File: src/rtl/arc4_pkg.sv
// Shared ARC4 definitions: PRGA state encoding and fixed memory locations.
// Imported by the keystream generator (prga).
package arc4_pkg;

  typedef enum logic [3:0] {
    IDLE   = 4'd0,
    LEN_RD = 4'd1,
    LEN_WR = 4'd2,
    RD_I   = 4'd3,
    RD_J   = 4'd4,
    WR_I   = 4'd5,
    WR_J   = 4'd6,
    RD_PAD = 4'd7,
    XOR    = 4'd8
  } prga_state_t;

  // The message length byte lives at the start of both ct and pt memories.
  localparam logic [7:0] MSG_LEN_ADDR = 8'd0;

endpackage

File: src/rtl/prga.sv
// ARC4 pseudo-random generation stage: decrypts a length-prefixed ciphertext
// against an already key-scheduled S memory, six cycles per message byte.
module prga
  import arc4_pkg::*;
(
  input  logic       clk,
  input  logic       rst_n,
  input  logic       en,
  output logic       rdy,
  output logic [7:0] s_addr,
  input  logic [7:0] s_rddata,
  output logic [7:0] s_wrdata,
  output logic       s_wren,
  output logic [7:0] ct_addr,
  input  logic [7:0] ct_rddata,
  output logic [7:0] pt_addr,
  output logic [7:0] pt_wrdata,
  output logic       pt_wren
);

  prga_state_t state_q, state_d;
  logic [7:0]  i_q, i_d;
  logic [7:0]  j_q, j_d;
  logic [7:0]  k_q, k_d;
  logic [7:0]  len_q, len_d;
  logic [7:0]  si_q, si_d;
  logic [7:0]  sj_q, sj_d;
  logic [7:0]  jNext;

  // j advances by S[i], which only arrives from the RAM during RD_J.
  assign jNext = j_q + s_rddata;

  always_ff @(posedge clk) begin
    if (!rst_n) begin
      state_q <= IDLE;
      i_q     <= 8'd0;
      j_q     <= 8'd0;
      k_q     <= 8'd0;
      len_q   <= 8'd0;
      si_q    <= 8'd0;
      sj_q    <= 8'd0;
    end else begin
      state_q <= state_d;
      i_q     <= i_d;
      j_q     <= j_d;
      k_q     <= k_d;
      len_q   <= len_d;
      si_q    <= si_d;
      sj_q    <= sj_d;
    end
  end

  always_comb begin
    state_d   = state_q;
    i_d       = i_q;
    j_d       = j_q;
    k_d       = k_q;
    len_d     = len_q;
    si_d      = si_q;
    sj_d      = sj_q;
    rdy       = 1'b0;
    s_addr    = 8'd0;
    s_wrdata  = 8'd0;
    s_wren    = 1'b0;
    ct_addr   = 8'd0;
    pt_addr   = 8'd0;
    pt_wrdata = 8'd0;
    pt_wren   = 1'b0;

    case (state_q)
      IDLE: begin
        rdy = 1'b1;
        if (en) begin
          i_d     = 8'd0;
          j_d     = 8'd0;
          k_d     = 8'd0;
          state_d = LEN_RD;
        end
      end
      LEN_RD: begin
        ct_addr = MSG_LEN_ADDR;
        state_d = LEN_WR;
      end
      LEN_WR: begin
        len_d     = ct_rddata;
        pt_addr   = MSG_LEN_ADDR;
        pt_wrdata = ct_rddata;
        pt_wren   = 1'b1;
        if (ct_rddata == 8'd0) begin
          state_d = IDLE;
        end else begin
          k_d     = 8'd1;
          i_d     = 8'd1;
          state_d = RD_I;
        end
      end
      RD_I: begin
        s_addr  = i_q;
        state_d = RD_J;
      end
      RD_J: begin
        si_d    = s_rddata;
        j_d     = jNext;
        s_addr  = jNext;
        state_d = WR_I;
      end
      // Swap is two writes; when i==j the WR_J write of si restores the byte.
      WR_I: begin
        sj_d     = s_rddata;
        s_addr   = i_q;
        s_wrdata = s_rddata;
        s_wren   = 1'b1;
        state_d  = WR_J;
      end
      WR_J: begin
        s_addr   = j_q;
        s_wrdata = si_q;
        s_wren   = 1'b1;
        state_d  = RD_PAD;
      end
      RD_PAD: begin
        s_addr  = si_q + sj_q;
        ct_addr = k_q;
        state_d = XOR;
      end
      XOR: begin
        pt_addr   = k_q;
        pt_wrdata = s_rddata ^ ct_rddata;
        pt_wren   = 1'b1;
        // Stopping on k==len before incrementing keeps k and i from wrapping at 255.
        if (k_q == len_q) begin
          state_d = IDLE;
        end else begin
          k_d     = k_q + 8'd1;
          i_d     = i_q + 8'd1;
          state_d = RD_I;
        end
      end
      default: begin
        state_d = IDLE;
      end
    endcase
  end

endmodule

File: config.mk
export PLATFORM = sky130hd
export DESIGN_NAME = prga
export DESIGN_NICKNAME = d
export VERILOG_FILES = /design/src/rtl/arc4_pkg.sv /design/src/rtl/prga.sv
export SDC_FILE = /design/constraint.sdc
export NUM_CORES = 1
export LEC_CHECK = 0
export ABC_AREA = 1
export BUFFER_PORTS_ARGS = -buffer_cell sky130_fd_sc_hd__buf_2
export CAP_MARGIN = 15
export CORE_MARGIN = 3
export CORE_UTILIZATION = 50
export DETAILED_ROUTE_END_ITERATION = 16
export GPL_TIMING_DRIVEN = 0
export PLACE_DENSITY = 0.81
export SYNTH_ARGS = -nofsm -noshare
export SYNTH_HDL_FRONTEND = slang
export SYNTH_SLANG_ARGS = --single-unit
File: constraint.sdc
create_clock -name clk -period 3.1 [get_ports clk]
set_clock_uncertainty 0.2 [all_clocks]
set_input_delay 0 -clock clk [delete_from_list [all_inputs] [get_ports clk]]
set_output_delay 0 -clock clk [all_outputs]
set_load 0.005 [all_outputs]
Word-level counts from Yosys, hierarchy flattened
Index checks and enable logic that the tools add are counted.

word-level totals
  flip-flop bits (word level) = 52
  latch bits = 0
  bits in writable memories = 0
  ROM bits = 0
  input bits = 19
  output and inout port bits = 43
  logic and storage cells = 52
  memories = 0

cells by class
  add/subtract/negate cells = 4
  multiply operators = 0
  divide/modulo/power cells = 0
  magnitude comparators = 0
  equal/unequal tests = 12
  shifts and indexed selects = 0
  muxes and demuxes = 19
  bitwise operators = 1
  reduce and logical (&&, ||, !) cells = 9

operators with widths
  operator                                             number
  two-way mux 8 bit                                    6
  case mux 8 bit (2 select lines)                      3
  case mux 8 bit (3 select lines)                      2
  case mux 4 bit (9 select lines)                      1
  case mux 8 bit (4 select lines)                      1
  adder 8 x 1 -> 8 bit, second input constant          2
  adder 8 bit                                          2
  equality test 4 x 3 -> 1 bit, second input constant  4
  equality test 4 x 2 -> 1 bit, second input constant  2
  equality test 8 bit                                  1
  zero test 8 bit                                      1
  XOR 8 bit                                            1
  inequality test 2 bit, second input constant         3
  OR reduction 2 bit                                   3
  equality test 4 x 1 -> 1 bit, second input constant  1
  equality test 4 bit, second input constant           1
  zero test 4 bit                                      1
  two-way mux 2 bit                                    2
  two-way mux 4 bit                                    1
  AND reduction 4 bit                                  1
  two-way mux 1 bit                                    3
  nonzero test 3 bit                                   1
  AND reduction 2 bit                                  1
  nonzero test 2 bit                                   1

Logic depth before layout (Yosys ltp)
Gate-level depths: netlist (run 1).

  word-level depth = 3
  gate-level depth with buffers = 10
  gate-level depth less buffers = 10

Worst setup path after synthesis (run 1)
OpenSTA, ideal clock, no wires.

  path type = register -> register
  start = register state_q[3]
  end = register k_q[3]
  setup time = 132 ps
  data arrival time = 1348 ps
  data required time = 2768 ps
  path slack = 1420 ps
  cell stages (with the launch flop) = 10
  path buffers = 1
  clock period less this slack = 1680 ps
  cells stage by stage = dfxtp_1 > nor2_1 > inv_2 > nor2_8 > o21ai_2 > a21oi_4 > nand2_2 > buf_6 > nand2_1 > a21oi_1

between the ends
  cells in the longest elaborated chain, start to end = 3
  elaborated cells on any way between the ends = 9
  classes of those cells = 5 x eq/ne; 1 x mux; 3 x reduce/logical

RTL lines
  element                                                                RTL line    RTL
  start, declared                                                        prga.sv:21  prga_state_t state_q, state_d;
  start signal, assigned                                                 prga.sv:43  state_q <= state_d;
  equality test 4 bit (tied with other cells)                            prga.sv:70  case (state_q)
  inequality test 2 bit (no line) or nonzero test 3 bit (tied branches)  -
  AND reduction 4 bit (no line)                                          -
  end signal, assigned                                                   prga.sv:46  k_q <= k_d;
  end, declared                                                          prga.sv:24  logic [7:0] k_q, k_d;

Parallel ways exist; a longest one is shown, timed or not.
A chain may end at the register's enable or synchronous reset.

Final worst setup path (run 1)
  start = register state_q[0]
  end = output s_addr[4]

between the ends
  cells in the longest elaborated chain, start to end = 3
  elaborated cells on any way between the ends = 7
  classes of those cells = 5 x eq/ne; 1 x mux; 1 x reduce/logical

RTL lines
  element                                                                       RTL line    RTL
  equality test 4 x 3 -> 1 bit or equality test 4 x 2 -> 1 bit (tied branches)  prga.sv:70
  OR reduction 2 bit (no line)                                                  -
  case mux 8 bit (4 select lines) (*)                                           prga.sv:70
  end, declared                                                                 prga.sv:10  output logic [7:0] s_addr,

Every way passes the cells marked *; elsewhere a longest branch is shown, timed or not.

==> results.py, run 1 <==
metrics = {
    "die": {
        "die_x_um": 90.6,
        "num_rows": 30,
        "core_area_sq_um": 6870,
        "die_h_um": 90.6,
        "initial_utilization_pct": 52.1,
        "die_area_sq_um": 8210,
        "io_pins": 62,
    },
    "synth": {
        "synthAdderAreaFrac_pct": 6.71,
        "synthArstFlopShare_pct": 0,
        "synth_edf_count": 0,
        "ys.warnings.count": 0,
        "synth.area.mux_share_pct": 0,
        "synth_seq_cells": 52,
        "yosysTopAreaCell": "dfxtp_1",
        "synth_cells": 578,
        "synth_top_family_by_area": "simple AND/OR/NAND/NOR gates",
        "synthesis.nets": 615,
        "synth_area_per_cell_sq_um": 6.19,
        "yosys.area.top_type_share_pct": 29.1,
        "synthTopCellsByArea": "dfxtp_1 29%, nand2_1 19%, nor2_1 7.8%, a21oi_1 7.1%, inv_1 6.7%",
        "syn-cell-area_sq_um": 3580,
        "synthXorXnorAreaFrac_pct": 1.96,
        "seq_area_frac_synth_pct": 29.1,
        "synth_cell_types": 36,
        "synth-compound-area-share_pct": 14.3,
        "ys.flop_type": "dfxtp_1",
        "synth_simple_gate_area_share_pct": 38.3,
    },
    "worst_setup_path": {
        "crit_type": "register to output pin",
        "cp-end-kind": "output pin",
        "rrSetupSlack_ns": 0.72,
        "critPathMaxStageDelay_ns": 0.41,
        "crit_slowest_cell": "dfxtp_1",
        "arrival_ns": 2.23,
        "reg2reg_to": "si_q[6]$_SDFFE_PN0P_",
        "crit_path_cell_trace": "inv_1 -> nor2_1 -> inv_1 -> nor2_2 -> inv_2 -> o21ai_2 -> a22oi_1 -> o211ai_1 -> buf_2",
        "r2r-start": "state_q[2]$_SDFFE_PN0N_",
        "reg2reg_depth": 8,
        "crit_path_frequent_cell": "inv_1",
        "crit_path_max_fanout": 9,
        "critPathRequiredTime_ns": 2.90,
        "start_kind": "register",
    },
    "routing": {
        "initialDrtViolationCount": 327,
        "drtPass1Iterations": 5,
        "wl_um": 11000,
        "ant_nets": 0,
        "drcViolationCount": 0,
        "num_vias": 4145,
        "via_per_inst": 5.43,
        "wl_per_cell_um": 14.4,
    },
    "clock_network": {
        "clk_pin_slew_ns": 0.10,
        "cts_setup_buffers": 0,
        "insertion_delay_ns": 0.32,
        "cts_tree": "done",
        "hold_buffers": 22,
        "cts.sinks": 52,
        "cts-htree-levels": 2,
        "cts_max_path_buffers": 2,
        "cts_resized": 0,
        "cts_root_buf": "clkbuf_8",
        "cts-buffers-inserted": 5,
    },
    "place": {
        "dp.cells": 734,
        "globalplace.congestion": 0.975,
        "place_area_sq_um": 4000,
        "hpwl_um": 8100,
        "io_buffers": 60,
    },
    "hold_path": {
        "hold_path.class": "register to register",
        "whs_endpoint": "sj_q[4]$_SDFFE_PN0N_",
        "min_path_cells": 2,
        "holdCritStartpoint": "sj_q[4]$_SDFFE_PN0N_",
    },
    "sta": {
        "fin_crit_ns": 2.43,
        "setup_viol": 0,
        "slew_headroom_pct": 52.3,
        "rsz0062_at_grt": "false",
        "period_share_pct": 78.4,
        "worstMarginPinSlew_ns": 0.715,
        "whs_ns": 0.273,
        "fmax_mhz": 412,
        "tns_ns": 0,
        "final_hold_viol_count": 0,
        "slew_viol_final": 0,
    },
    "power": {
        "p_per_area_nw_per_um2": 496,
        "p_leak_nw": 2.14,
        "ir_drop_uv": 239,
    },
    "flow_run": {
        "cap_violations": 0,
    },
    "grt": {
        "groute.usage.overall_pct": 27.1,
        "grt_max_degree": 16,
        "grt_pass1_wl_um": 18400,
        "antenna_found_initial": 0,
        "grt.overflow.total": 0,
        "grt_pass1_vias": 3909,
    },
    "run_status": {
        "status": "finished clean",
    },
    "layout": {
        "nFillCells": 630,
        "multi_input_area_sq_um": 2190,
        "nets": 704,
        "final_common_cell": "nand2_1",
        "fin_cells": 764,
        "area_growth_syn_to_layout_pct": 20.9,
        "ff_latch_area_sq_um": 1040,
        "mostFrequentLayoutCells": "177 x nand2_1, 74 x nor2_1, 64 x inv_1",
        "finalInstanceArea_sq_um": 4330,
        "antenna_cells": 0,
        "drive_gt1_share_pct": 13.3,
    },
}
==> critical path, delay by kind of cell, from the launching register on <==
kind                   cells  cell delay [ns]
buffers and inverters      4             0.52
AND/OR/NAND/NOR            2             0.51
AO/OA/AOI/OAI              3             0.47
flip-flops                 1             0.41
==> cell type report <==
class	instances	area share, %
Buffer	17	1.94
Clock buffer	6	1.68
Clock inverter	2	0.810
Inverter	69	5.99
Multi-Input combinational cell	440	50.7
Sequential cell	52	24.1
Tap cell	96	2.78
Timing Repair Buffer	82	12.0
==> worst max path at each step <==
stage / from / endpoint / slack (ns) / cells past startpoint
final: state_q[0]$_SDFFE_PN0N_ / s_addr[4] / 0.67 / 9
after global placement: state_q[2]$_SDFFE_PN0N_ / s_addr[4] / 1.12 / 9
after CTS: state_q[0]$_SDFFE_PN0N_ / s_addr[4] / 0.68 / 9
after global routing: state_q[2]$_SDFFE_PN0N_ / s_addr[4] / 0.50 / 9
after floorplan: state_q[3]$_SDFFE_PN0N_ / k_q[3]$_SDFFE_PN0P_ / 1.42 / 9
after detailed placement: state_q[0]$_SDFFE_PN0N_ / s_addr[4] / 1.05 / 9
==> cell usage after synthesis, types with 3 or more instances <==
| library cell | n |
|---|---|
| nand2_1 | 177 |
| nor2_1 | 74 |
| inv_1 | 64 |
| dfxtp_1 | 52 |
| a21oi_1 | 51 |
| nand3_1 | 40 |
| o21ai_0 | 18 |
| ha_1 | 16 |
| nand4_1 | 15 |
| clkbuf_1 | 11 |
| o31ai_1 | 7 |
| xnor2_1 | 6 |
| nor3_1 | 4 |
| a22oi_1 | 3 |
| buf_2 | 3 |
| inv_2 | 3 |
| nand2_2 | 3 |
==> kinds of logic (layout without fill, tap and decap cells) <==
logic type	Yosys count	after routing
DFF	52	52
adders and majority gates	18	18
and+or+nand+nor	324	324
AOI/OAI and AO/OA	90	90
xor gates and xnor gates	8	8
buffers and inverters	86	176
==> registers in the layout, summed over array words and instances (netlist names) <==
signal,cells
i_q,8
j_q,8
k_q,8
len_q,8
si_q,8
sj_q,8
state_q,4
==> per-stage QoR <==
step | util (%) | power, W | worst slack [ns]
global placement | 58.2 | 0.00160 | 1.12
global route | 63.0 | 0.00228 | 0.505
CTS | 63.0 | 0.00213 | 0.679
detailed placement | 58.2 | 0.00163 | 1.05
floorplan | - | 0.00139 | 1.42
finish | 63.0 | 0.00214 | 0.670
==> per-layer routing <==
layer / track usage (%) / vias to the layer above / part of all wire, % / routed length (um)
li1: - / 2036 / - / -
met1: 35.7 / 1900 / 44 / 4780
met2: 44.3 / 180 / 46 / 5100
met3: 5.00 / 29 / 7.8 / 852
met4: 9.57 / 0 / 2.3 / 257
met5: 0 / - / 0 / 0
==> power by group <==
part | total (W) | internal, W | switching [W]
logic | 0.000849 | 0.000302 | 0.000547
clock network | 0.000479 | 0.000240 | 0.000239
registers | 0.000816 | 0.000741 | 0.0000750
(Power assumes the default switching activity.)
==> run 2: changes to the inputs <==
- clock period: 3.1 -> 2.48 ns (I/O delays scaled with it)
==> results.py, run 2 (synthesized netlist as in run 1, its figures left out) <==
metrics = {
    "sta": {
        "final_hold_viol_count": 0,
        "worstMarginPinSlew_ns": 0.725,
        "slew_viol_final": 0,
        "setup_viol": 0,
        "fmax_mhz": 425,
        "fin_crit_ns": 2.35,
        "rsz0062_at_grt": "true",
        "fin_ws_ns": 0.126,
        "slew_headroom_pct": 51.7,
        "period_share_pct": 94.9,
    },
    "worst_setup_path": {
        "crit_type": "register to output pin",
        "start_kind": "register",
        "crit_path_max_fanout": 10,
        "critPathRequiredTime_ns": 2.28,
        "arrival_ns": 2.15,
        "cp-end-kind": "output pin",
    },
    "layout": {
        "final_util_pct": 63.4,
        "mostFrequentLayoutCells": "177 x nand2_1, 73 x nor2_1, 64 x inv_1",
        "final_common_cell": "nand2_1",
        "antenna_cells": 0,
        "drive_gt1_share_pct": 14.0,
        "nFillCells": 630,
        "nets": 706,
        "area_growth_syn_to_layout_pct": 21.7,
        "fin_cells": 766,
    },
    "routing": {
        "wl_um": 11100,
        "drtPass1Iterations": 4,
        "initialDrtViolationCount": 318,
        "num_vias": 4186,
        "drcViolationCount": 0,
        "wl_per_cell_um": 14.5,
        "ant_nets": 0,
        "via_per_inst": 5.46,
    },
    "place": {
        "globalplace.congestion": 0.975,
        "dp.cells": 734,
        "io_buffers": 60,
        "dp_slack_ns": 0.428,
        "hpwl_um": 8100,
    },
    "die": {
        "io_pins": 62,
        "die_h_um": 90.6,
        "initial_utilization_pct": 52.1,
        "num_rows": 30,
        "core_area_sq_um": 6870,
        "die_area_sq_um": 8210,
        "die_x_um": 90.6,
    },
    "grt": {
        "grt_max_degree": 16,
        "antenna_found_initial": 0,
        "grt.overflow.total": 0,
        "groute.usage.overall_pct": 27.1,
        "grt_pass1_wl_um": 18400,
        "grt_pass1_vias": 3909,
    },
    "run_status": {
        "status": "finished clean",
    },
    "power": {
        "p_leak_nw": 2.15,
        "ir_drop_uv": 299,
        "p_per_area_nw_per_um2": 618,
    },
    "clock_network": {
        "cts_tree": "done",
        "cts_max_path_buffers": 2,
        "insertion_delay_ns": 0.32,
        "cts-buffers-inserted": 5,
        "cts-htree-levels": 2,
        "cts.sinks": 52,
        "cts_root_buf": "clkbuf_8",
        "clk_pin_slew_ns": 0.10,
    },
    "flow_run": {
        "cap_violations": 0,
    },
    "hold_path": {
        "hold_path.class": "register to register",
    },
}
-- run 2: changes by cell type in the layout (fill, tap and decap cells not counted) --
cell / change
clkinv_1: -1
o21ai_0: -1
clkbuf_2: +1
clkbuf_1: -1
o21ai_1: +1
clkinvlp_4: +1
nor2_4: +1
buf_4: +2
nor2_1: -1
-- run 2: power by group --
group          internal (W)  switching, W
logic              0.000384      0.000694
clock network      0.000300      0.000291
registers          0.000926     0.0000940
total               0.00161       0.00108
-- run 2: worst paths after layout --
kind	startpoint	to	slack (ns)	cells past startpoint
min reg2reg	sj_q[4]$_SDFFE_PN0N_	sj_q[4]$_SDFFE_PN0N_	0.27	2
max	state_q[1]$_SDFFE_PN0N_	pt_wrdata[2]	0.13	6
max reg2reg	state_q[2]$_SDFFE_PN0N_	si_q[6]$_SDFFE_PN0P_	0.19	8
min	sj_q[4]$_SDFFE_PN0N_	sj_q[4]$_SDFFE_PN0N_	0.27	2
-- run 2: final cells by class --
| cell class | count | area (sq um) | area share [%] |
|---|---|---|---|
| buffer | 17 | 85.1 | 1.95 |
| tap | 96 | 120 | 2.76 |
| inverter | 69 | 263 | 6.03 |
| sequential | 52 | 1040 | 23.9 |
| clock inverter | 2 | 35.0 | 0.805 |
| timing repair buffer | 84 | 536 | 12.3 |
| multi-input combinational | 440 | 2200 | 50.6 |
| clock buffer | 6 | 72.6 | 1.67 |
-- run 2: timing repair --
item | in CTS | in global routing
endpoints found under the setup margin | 0 | 14
setup buffers | 0 | 2
resized for setup | 0 | 6
hold endpoints to repair | 28 | 0
hold buffers | 22 | 0
-- run 2: worst max-delay path, cell delays in order, from the launching register on --
cell	delay, ns
dfxtp_1	0.43
nor2_2	0.08
nand2_2	0.16
clkbuf_1	0.41
clkbuf_1	0.43
o21ai_0	0.17
buf_2	0.15
-- run 2: through the flow --
stage | TNS (ns) | power, W | cell area (sq um) | hold slack (ns)
6_report | 0 | 0.00269 | 4350 | 0.274
3_3_place_gp | 0 | 0.00200 | 4000 | 0.116
4_1_cts | 0 | 0.00266 | 4330 | 0.281
2_1_floorplan | 0 | 0.00174 | 3580 | -0.0913
5_1_grt | -0.0128 | 0.00286 | 4350 | 0.306
3_5_place_dp | 0 | 0.00204 | 4000 | 0.124
-- run 2: metal layers --
layer,vias up,global-route usage (%),part of all wire (%)
met5,-,0,0
met4,0,9.57,2.4
met3,29,5.00,8.6
met1,1921,35.7,43
met2,192,44.3,46
li1,2044,-,-
